### src/rtl/fft_pkg.sv
// Shared definitions for the radix-2 SDF FFT pipeline: stage sequencing states
// and the constant functions used to size per-stage counters.
package fft_pkg;

  typedef enum logic [1:0] {
    IDLE  = 2'd0,
    FILL  = 2'd1,
    RUN   = 2'd2,
    FLUSH = 2'd3
  } sdf_state_e;

  // Smallest r with 2**r >= value; usable in parameter expressions.
  function automatic int clog2(input int value);
    int r;
    r = 0;
    for (int i = 0; i < 31; i++) begin
      if ((1 << i) < value) r = i + 1;
    end
    return r;
  endfunction

  // Delay-line length (half block) of a given stage.
  function automatic int half_len(input int n, input int stage);
    return n >> (stage + 1);
  endfunction

endpackage

### src/rtl/strobe_delay.sv
// Fixed-latency shift register for a bundle of single-cycle strobes, used to
// line control pulses up with a datapath pipeline of DEPTH register stages.
module strobe_delay #(
  parameter int DEPTH = 2,
  parameter int W     = 2
) (
  input  logic         clk,
  input  logic         rst,
  input  logic [W-1:0] din,
  output logic [W-1:0] dout
);

  logic [W-1:0] sr [DEPTH];

  always_ff @(posedge clk) begin
    if (rst) begin
      for (int i = 0; i < DEPTH; i++) sr[i] <= '0;
    end else begin
      sr[0] <= din;
      for (int i = 1; i < DEPTH; i++) sr[i] <= sr[i-1];
    end
  end

  assign dout = sr[DEPTH-1];

endmodule

### src/rtl/fft_sdf_stage_ctrl.sv
// Sequencer for one radix-2 SDF FFT stage: block position counter, fill /
// butterfly steering, twiddle addressing and latency-matched output strobes.
module fft_sdf_stage_ctrl
  import fft_pkg::*;
#(
  parameter int N      = 16,
  parameter int STAGE  = 0,
  parameter int BF_LAT = 2,
  parameter int AW     = $clog2(N) - 1
) (
  input  logic          clk,
  input  logic          rst,
  input  logic          in_valid,
  input  logic          in_sof,
  input  logic          flush,
  output logic          bf_en,
  output logic          dl_shift,
  output logic [AW-1:0] tw_addr,
  output logic          out_valid,
  output logic          out_sof,
  output logic          busy,
  output logic          sof_err
);

  localparam int L  = half_len(N, STAGE);
  localparam int CW = clog2(2 * L);

  localparam logic [CW-1:0] CNT_ONE       = CW'(1);
  localparam logic [CW-1:0] CNT_HALF      = CW'(L);
  localparam logic [CW-1:0] CNT_HALF_LAST = CW'(L - 1);
  localparam logic [CW-1:0] LOW_MASK      = CW'(L - 1);
  localparam bit            SINGLE        = (L == 1);

  sdf_state_e    state, state_nxt;
  logic [CW-1:0] cnt, cnt_nxt;
  logic          flush_pend, flush_pend_nxt;
  logic          sof_pend, sof_pend_nxt;
  logic          sof_err_q, sof_err_nxt;
  logic          strobe;
  logic          produce;
  logic          produce_sof;
  logic          start;
  logic          flush_req;
  logic [CW-1:0] cnt_low;

  // Strobe semantics: no backpressure. A sample is taken on every cycle the
  // strobe is high; in_sof only has meaning together with in_valid.
  assign start     = in_valid & in_sof;
  assign flush_req = flush | flush_pend;

  always_ff @(posedge clk) begin
    if (rst) begin
      state      <= IDLE;
      cnt        <= '0;
      flush_pend <= 1'b0;
      sof_pend   <= 1'b0;
      sof_err_q  <= 1'b0;
    end else begin
      state      <= state_nxt;
      cnt        <= cnt_nxt;
      flush_pend <= flush_pend_nxt;
      sof_pend   <= sof_pend_nxt;
      sof_err_q  <= sof_err_nxt;
    end
  end

  always_comb begin
    state_nxt      = state;
    cnt_nxt        = cnt;
    flush_pend_nxt = flush_pend;
    sof_pend_nxt   = sof_pend;
    sof_err_nxt    = sof_err_q;
    strobe         = 1'b0;
    produce        = 1'b0;
    produce_sof    = 1'b0;

    case (state)
      IDLE: begin
        if (start) begin
          strobe       = 1'b1;
          cnt_nxt      = CNT_ONE;
          sof_pend_nxt = 1'b1;
          state_nxt    = SINGLE ? RUN : FILL;
        end
      end

      FILL: begin
        if (in_valid) begin
          strobe  = 1'b1;
          cnt_nxt = cnt + CNT_ONE;
          if (cnt == CNT_HALF_LAST) state_nxt = RUN;
        end
      end

      RUN: begin
        if (start) begin
          // A frame start always wins over a flush request.
          strobe         = 1'b1;
          cnt_nxt        = CNT_ONE;
          sof_pend_nxt   = 1'b1;
          flush_pend_nxt = 1'b0;
          if (cnt != '0) begin
            sof_err_nxt = 1'b1;
            state_nxt   = SINGLE ? RUN : FILL;
          end else begin
            produce = 1'b1;
          end
        end else if ((cnt == '0) && flush_req) begin
          flush_pend_nxt = 1'b0;
          state_nxt      = FLUSH;
        end else begin
          if (flush) flush_pend_nxt = 1'b1;
          if (in_valid) begin
            strobe  = 1'b1;
            produce = 1'b1;
            cnt_nxt = cnt + CNT_ONE;
          end
        end
      end

      FLUSH: begin
        // Drain the delay line with internal strobes; input samples are lost.
        strobe  = 1'b1;
        produce = 1'b1;
        cnt_nxt = cnt + CNT_ONE;
        if (cnt == CNT_HALF_LAST) begin
          cnt_nxt   = '0;
          state_nxt = IDLE;
        end
      end

      default: begin
        state_nxt = IDLE;
        cnt_nxt   = '0;
      end
    endcase

    // The first butterfly output of a frame leaves at position L of its first block.
    produce_sof = produce & sof_pend & (cnt == CNT_HALF);
    if (produce_sof) sof_pend_nxt = 1'b0;
  end

  assign cnt_low  = cnt & LOW_MASK;
  assign bf_en    = cnt[CW-1];
  assign tw_addr  = AW'(cnt_low) << STAGE;
  assign dl_shift = strobe;
  assign busy     = (state != IDLE);
  assign sof_err  = sof_err_q;

  strobe_delay #(
    .DEPTH (BF_LAT),
    .W     (2)
  ) u_strobe_delay (
    .clk  (clk),
    .rst  (rst),
    .din  ({produce_sof, produce}),
    .dout ({out_sof, out_valid})
  );

endmodule

### config.mk
export PLATFORM = sky130hd
export DESIGN_NAME = fft_sdf_stage_ctrl
export DESIGN_NICKNAME = d
export VERILOG_FILES = /design/src/rtl/fft_pkg.sv /design/src/rtl/strobe_delay.sv /design/src/rtl/fft_sdf_stage_ctrl.sv
export SDC_FILE = /design/constraint.sdc
export NUM_CORES = 1
export LEC_CHECK = 0
export BUFFER_PORTS_ARGS = -buffer_cell sky130_fd_sc_hd__buf_2
export CAP_MARGIN = 40
export CORE_MARGIN = 3
export CORE_UTILIZATION = 55
export CTS_BUF_LIST = sky130_fd_sc_hd__clkbuf_4 sky130_fd_sc_hd__clkbuf_8
export CTS_CLUSTER_DIAMETER = 40
export DETAILED_ROUTE_END_ITERATION = 8
export PLACE_DENSITY = 0.82
export SYNTH_ARGS = -nofsm -noshare
export SYNTH_HDL_FRONTEND = slang
export SYNTH_HIERARCHICAL = 1
export SYNTH_SLANG_ARGS = --single-unit
### constraint.sdc
create_clock -name clk -period 1.82 [get_ports clk]
set_input_delay 0.182 -clock clk [delete_from_list [all_inputs] [get_ports clk]]
set_output_delay 0.182 -clock clk [all_outputs]
set_load 0.01 [all_outputs]
Word-level counts from Yosys, hierarchy flattened

Memories as Yosys holds them, arrays and structs flattened.
Index checks and enable logic that the tools add are counted.

Output and inout bits: 9
Bits in writable memories: 4
Flip-flop bits (word level): 9
Memories: 1
Logic and storage cells: 68

Memory list:

| memory            | words | width | rd ports | clocked after memory_dff | write ports | RTL line           | RTL |
|---|---|---|---|---|---|---|---|
| u_strobe_delay.sr | 2     | 2     | 2        | 0                        | 2           | strobe_delay.sv:13 | `logic [W-1:0] sr [DEPTH];` |

Reduce and logical (&&, ||, !) cells: 13
Bitwise operators: 6
Equality and inequality tests: 12
Add/subtract/negate cells: 1
Mux-type cells: 30

Operators by type and width:

| cell                  | count |
|---|---|
| $mux W4               | 5 |
| $mux W2               | 9 |
| $pmux W4 S4           | 1 |
| $mux W1               | 12 |
| $ne A3 B3 Y1 const B  | 3 |
| $ne A2 B2 Y1 const B  | 4 |
| $pmux W2 S4           | 1 |
| $reduce_and A2 Y1     | 3 |
| $reduce_and A6 Y1     | 1 |
| $add A4 B1 Y4 const B | 1 |
| $eq A2 B2 Y1 const B  | 2 |
| $eq A4 B3 Y1 const B  | 1 |
| $eq A4 B4 Y1 const B  | 1 |
| $logic_not A4 Y1      | 1 |
| $pmux W1 S4           | 1 |
| $reduce_bool A4 Y1    | 1 |
| $reduce_or A2 Y1      | 2 |
| $and A1 B1 Y1         | 3 |
| $or A1 B1 Y1          | 3 |
| $reduce_and A3 Y1     | 1 |
| $reduce_bool A3 Y1    | 1 |
| $eq A2 B1 Y1 const B  | 1 |
| $logic_not A2 Y1      | 1 |
| $pmux W1 S2           | 1 |
| other kinds (2)       | 2 |

Longest topological paths before layout

Depth after elaboration: 8
Mapped depth: 8
Mapped depth without buffers: 7

By module

Netlist, hierarchy kept.

Modules (own cells, without submodules):

| module             | cells an instance | times used | area an instance (um^2) |
|---|---|---|---|
| fft_sdf_stage_ctrl | 86                | 1          | 730.7 |
| strobe_delay       | 10                | 1          | 120.1 |

Worst setup path before layout

Ideal clock, no wire load.

Kind: flip-flop to flip-flop
Start point: reg cnt[0]
End point: reg cnt[2]
Clock period less this slack: 1.722 ns
Data arrival time: 1.636 ns
Library setup time: 0.086 ns
Cell stages (with the launch flop): 8
Path slack: 0.098 ns
Cells stage by stage: dfxtp_1 inv_1 ha_1 or3b_1 buf_6 nor4_4 nor3_2 a221oi_2

Longest elaborated chain between the ends: 5

RTL lines:

| what                   | RTL line                                                                       | RTL |
|---|---|---|
| start, declared        | fft_sdf_stage_ctrl.sv:35                                                       | `logic [CW-1:0] cnt, cnt_nxt;` |
| start signal, assigned | fft_sdf_stage_ctrl.sv:60                                                       | `cnt <= cnt_nxt;` |
| $add A4 B1 Y4          | fft_sdf_stage_ctrl.sv:90, fft_sdf_stage_ctrl.sv:116, fft_sdf_stage_ctrl.sv:125 |  |
| $mux W4                | fft_sdf_stage_ctrl.sv:88, fft_sdf_stage_ctrl.sv:113                            |  |
| $mux W4                | fft_sdf_stage_ctrl.sv:108                                                      | `end else if ((cnt == '0) && flush_req) begin` |
| $mux W4                | fft_sdf_stage_ctrl.sv:96                                                       | `if (start) begin` |
| $pmux W4 S4            | fft_sdf_stage_ctrl.sv:77                                                       | `case (state)` |

Parallel ways exist; a longest one is shown, timed or not. The select of a mux whose other input is x is not followed.
A chain may end at the register's enable or synchronous reset.

Final worst setup path

Start point: reg cnt[0]
End point: out dl_shift

Longest elaborated chain between the ends: 5

RTL lines:

| what                | RTL line                  | RTL |
|---|---|---|
| $logic_not A4 Y1    | fft_sdf_stage_ctrl.sv:108 |  |
| $logic_and A1 B1 Y1 | fft_sdf_stage_ctrl.sv:108 |  |
| $mux W1             | fft_sdf_stage_ctrl.sv:108 |  |
| $mux W1             | fft_sdf_stage_ctrl.sv:96  |  |
| $pmux W1 S4         | fft_sdf_stage_ctrl.sv:77  |  |
| end, declared       | fft_sdf_stage_ctrl.sv:17  | `output logic dl_shift,` |

No other way between the ends.

==> impl_metrics.py <==
metrics = {
    "yosys": {
        "syn_area_per_cell_um2": 8.86,
        "synth_edf_count": 0,
        "synthArstFlopShare": 0,
        "synth_area_leader_cell": "dfxtp_1",
        "syn_area_um2": 851,
        "synth_ff_type": "dfxtp_1",
        "yosys_warnings": 6,
        "synth_cell_types": 43,
        "netlist_instances": 96,
        "synth_top_area_share": 0.306,
        "synth-seq-cells": 13,
        "synthTopCellsByArea": "dfxtp_1 31%, a21oi_1 4.7%, nor2_1 4.0%, clkbuf_8 3.2%, ha_1 2.9%",
        "seq_area_frac_synth": 0.306,
        "synth_fp_nets": 103,
    },
    "clocking": {
        "cts.sink_count": 13,
        "clockBufferDepth": 2,
        "clk_pin_slew_worst_paths_ns": 0.07,
        "htreeDepth": 1,
        "clkLatencyLatePin_ns": 0.27,
        "clockRootBuffer": "clkbuf_4",
        "cts_tree": "done",
        "cts_made_buffers": 3,
    },
    "cells_and_area": {
        "final_area_um2": 951,
        "syn_to_final_growth_pct": 11.8,
        "fin_nets": 119,
        "fillers": 122,
        "insertedDiodeCount": 0,
        "drive_above_1_share": 0.369,
    },
    "critical_path": {
        "crit_path_end_kind": "output pin",
        "ff2ff_path_depth": 7,
        "critPathKind": "flop to output pin",
        "r2r_end": "state[0]",
        "required_ns": 1.64,
        "r2r_setup_slack_ns": 0.03,
        "endpoint": "dl_shift",
        "startpoint_type": "flop",
        "r2r_start": "cnt[0]",
        "arrival_ns": 1.69,
        "worst-path-max-fanout": 4,
        "cp-startpoint": "cnt[0]",
    },
    "sta": {
        "hold_viol": 0,
        "fin_crit_sh": 1.03,
        "tns_ns": -0.0515,
        "fin_crit_ns": 1.87,
        "clock_skew_ns": 0.000330,
        "drv_slew": 0,
        "max_freq_mhz": 534,
        "timing.slew.headroom": 0.633,
        "layout_setup_ws_ns": -0.0515,
        "setup_viol": 1,
        "rsz0062_at_grt": "true",
        "tightest_slew_ns": 0.548,
    },
    "worst_hold_path": {
        "hold_class": "primary input to flop",
    },
    "drt": {
        "drt-total-wl_um": 2010,
        "vias": 784,
        "drt-pass1-iter-count": 5,
        "drtIter0Drc": 32,
        "detail-route-antenna-nets": 0,
        "viasPerCell": 6.22,
        "post-route-drc-count": 0,
        "wire_per_inst_um": 16.0,
    },
    "placed_design": {
        "dpl_cell_area_um2": 888,
        "port-buffer-count": 13,
        "dp_hpwl_um": 1390,
        "routabilityCongestion": 0.910,
    },
    "floorplan": {
        "num_rows": 13,
        "initial_utilization": 0.615,
        "die_area_um2": 2050,
        "io_pins": 14,
        "die_w_um": 45.3,
        "die_y_um": 45.3,
        "core_um2": 1380,
    },
    "status": {
        "violations": "setup timing",
        "run_status": "finished with violations",
    },
    "global_route": {
        "antenna_found_initial": 0,
        "grt_pass1_wl_um": 3240,
        "grt_max_degree": 16,
        "grt_pass1_vias": 708,
        "gr-total-overflow": 0,
        "grt_usage": 0.217,
    },
    "job": {
        "maxCapViolCount": 0,
    },
    "power_and_ir_drop": {
        "peakVddDrop_v": 0.000430,
        "p_leak_nw": 0.369,
        "power_density_nw_per_um2": 645,
    },
}
[layout make-up]
| cell class | instances | area, um2 | area share |
|---|---|---|---|
| multi-input cells | 70 | 513 | 0.539 |
| flip-flops and latches | 13 | 260 | 0.274 |
| repair buffers | 19 | 110 | 0.116 |
| clock buffers | 4 | 30.0 | 0.0316 |
| inverters | 5 | 18.8 | 0.0197 |
| well taps | 15 | 18.8 | 0.0197 |
[what timing repair did]
action | CTS | global route
endpoints found under the setup margin | 3 | 5
setup buffers | 1 | 0
resized for setup | 5 | 4
hold buffers | 0 | 0
cloned | 0 | 0
pin swaps | 2 | 2
[flip-flops by register name (all words and copies together) (netlist names)]
signal	count
sof_pend	1
u_strobe_delay/sr	4
cnt	4
flush_pend	1
state	2
sof_err	1
[worst min-delay path by stage]
stage | slack, ns | end | start | depth (start not counted)
2_1_floorplan | 0.25 | u_strobe_delay/sr[0][0] | rst | 1
3_3_place_gp | 0.42 | u_strobe_delay/sr[0][3] | u_strobe_delay/sr[0][1] | 1
3_5_place_dp | 0.43 | u_strobe_delay/sr[0][3] | u_strobe_delay/sr[0][1] | 1
4_1_cts | 0.25 | u_strobe_delay/sr[0][0] | rst | 2
5_1_grt | 0.26 | u_strobe_delay/sr[0][0] | rst | 2
6_report | 0.26 | u_strobe_delay/sr[0][3] | rst | 2
[cells by family (layout without fill, tap and decap cells)]
family / Yosys count / after routing / synth area share
AOI/OAI and AO/OA: 27 / 27 / 0.240
adders and majority gates: 2 / 2 / 0.0294
buffers and inverters: 13 / 28 / 0.121
DFF: 13 / 13 / 0.306
and+or+nand+nor: 41 / 41 / 0.304
[stage by stage]
| stage | util | power, mW | hold WS [ns] | instances | setup WS, ns |
|---|---|---|---|---|---|
| after floorplan | - | 0.385 | 0.254 | 96 | 0.0975 |
| after global placement | 0.643 | 0.407 | 0.418 | 121 | 0.0826 |
| after detailed placement | 0.643 | 0.410 | 0.428 | 121 | -0.000810 |
| after CTS | 0.678 | 0.611 | 0.252 | 126 | -0.0303 |
| after global routing | 0.688 | 0.644 | 0.263 | 126 | -0.0937 |
| final | 0.688 | 0.614 | 0.259 | 126 | -0.0515 |
[layout by cell type (no fill, tap or decap), types with 2 or more instances in the layout]
cell	count
nor3_1	2
nand2b_1	3
buf_2	13
and3b_2	2
nor2_1	8
nand2_1	6
a311oi_1	2
inv_1	4
nor2b_1	4
a21oi_1	8
buf_4	6
dfxtp_1	13
clkbuf_4	4
ha_1	2
nand3b_1	2
a31oi_1	2
[power breakdown]
group	switching (mW)	internal [mW]	leakage, nW
Combinational	0.0750	0.0537	0.245
Clock	0.0885	0.0998	0.0184
Sequential	0.00648	0.290	0.105
[cell usage after synthesis, types with 2 or more instances]
master,instances
nor2b_1,4
dfxtp_1,13
o21ai_0,2
buf_6,2
nand3b_1,2
ha_1,2
a31oi_1,2
nand2b_1,3
nor3_1,3
nand2_1,6
buf_4,3
a311oi_1,2
clkbuf_8,2
and3b_2,2
nor2_1,9
a21oi_1,8
inv_1,5
[layer usage]
metal | GRT usage | up-vias | share of wire
met4 | 0.0643 | 0 | 0.0085
met5 | 0 | - | 0
met3 | 0.0677 | 4 | 0.078
met1 | 0.267 | 360 | 0.43
li1 | - | 377 | -
met2 | 0.362 | 43 | 0.48
[worst max-delay path, stage by stage, from the launching register on]
cell,delay (ns)
dfxtp_1,0.32
inv_2,0.08
ha_1,0.18
or3b_4,0.40
nor4_4,0.20
nor3_4,0.08
buf_2,0.15
Power figures use the tool's default switching activity.
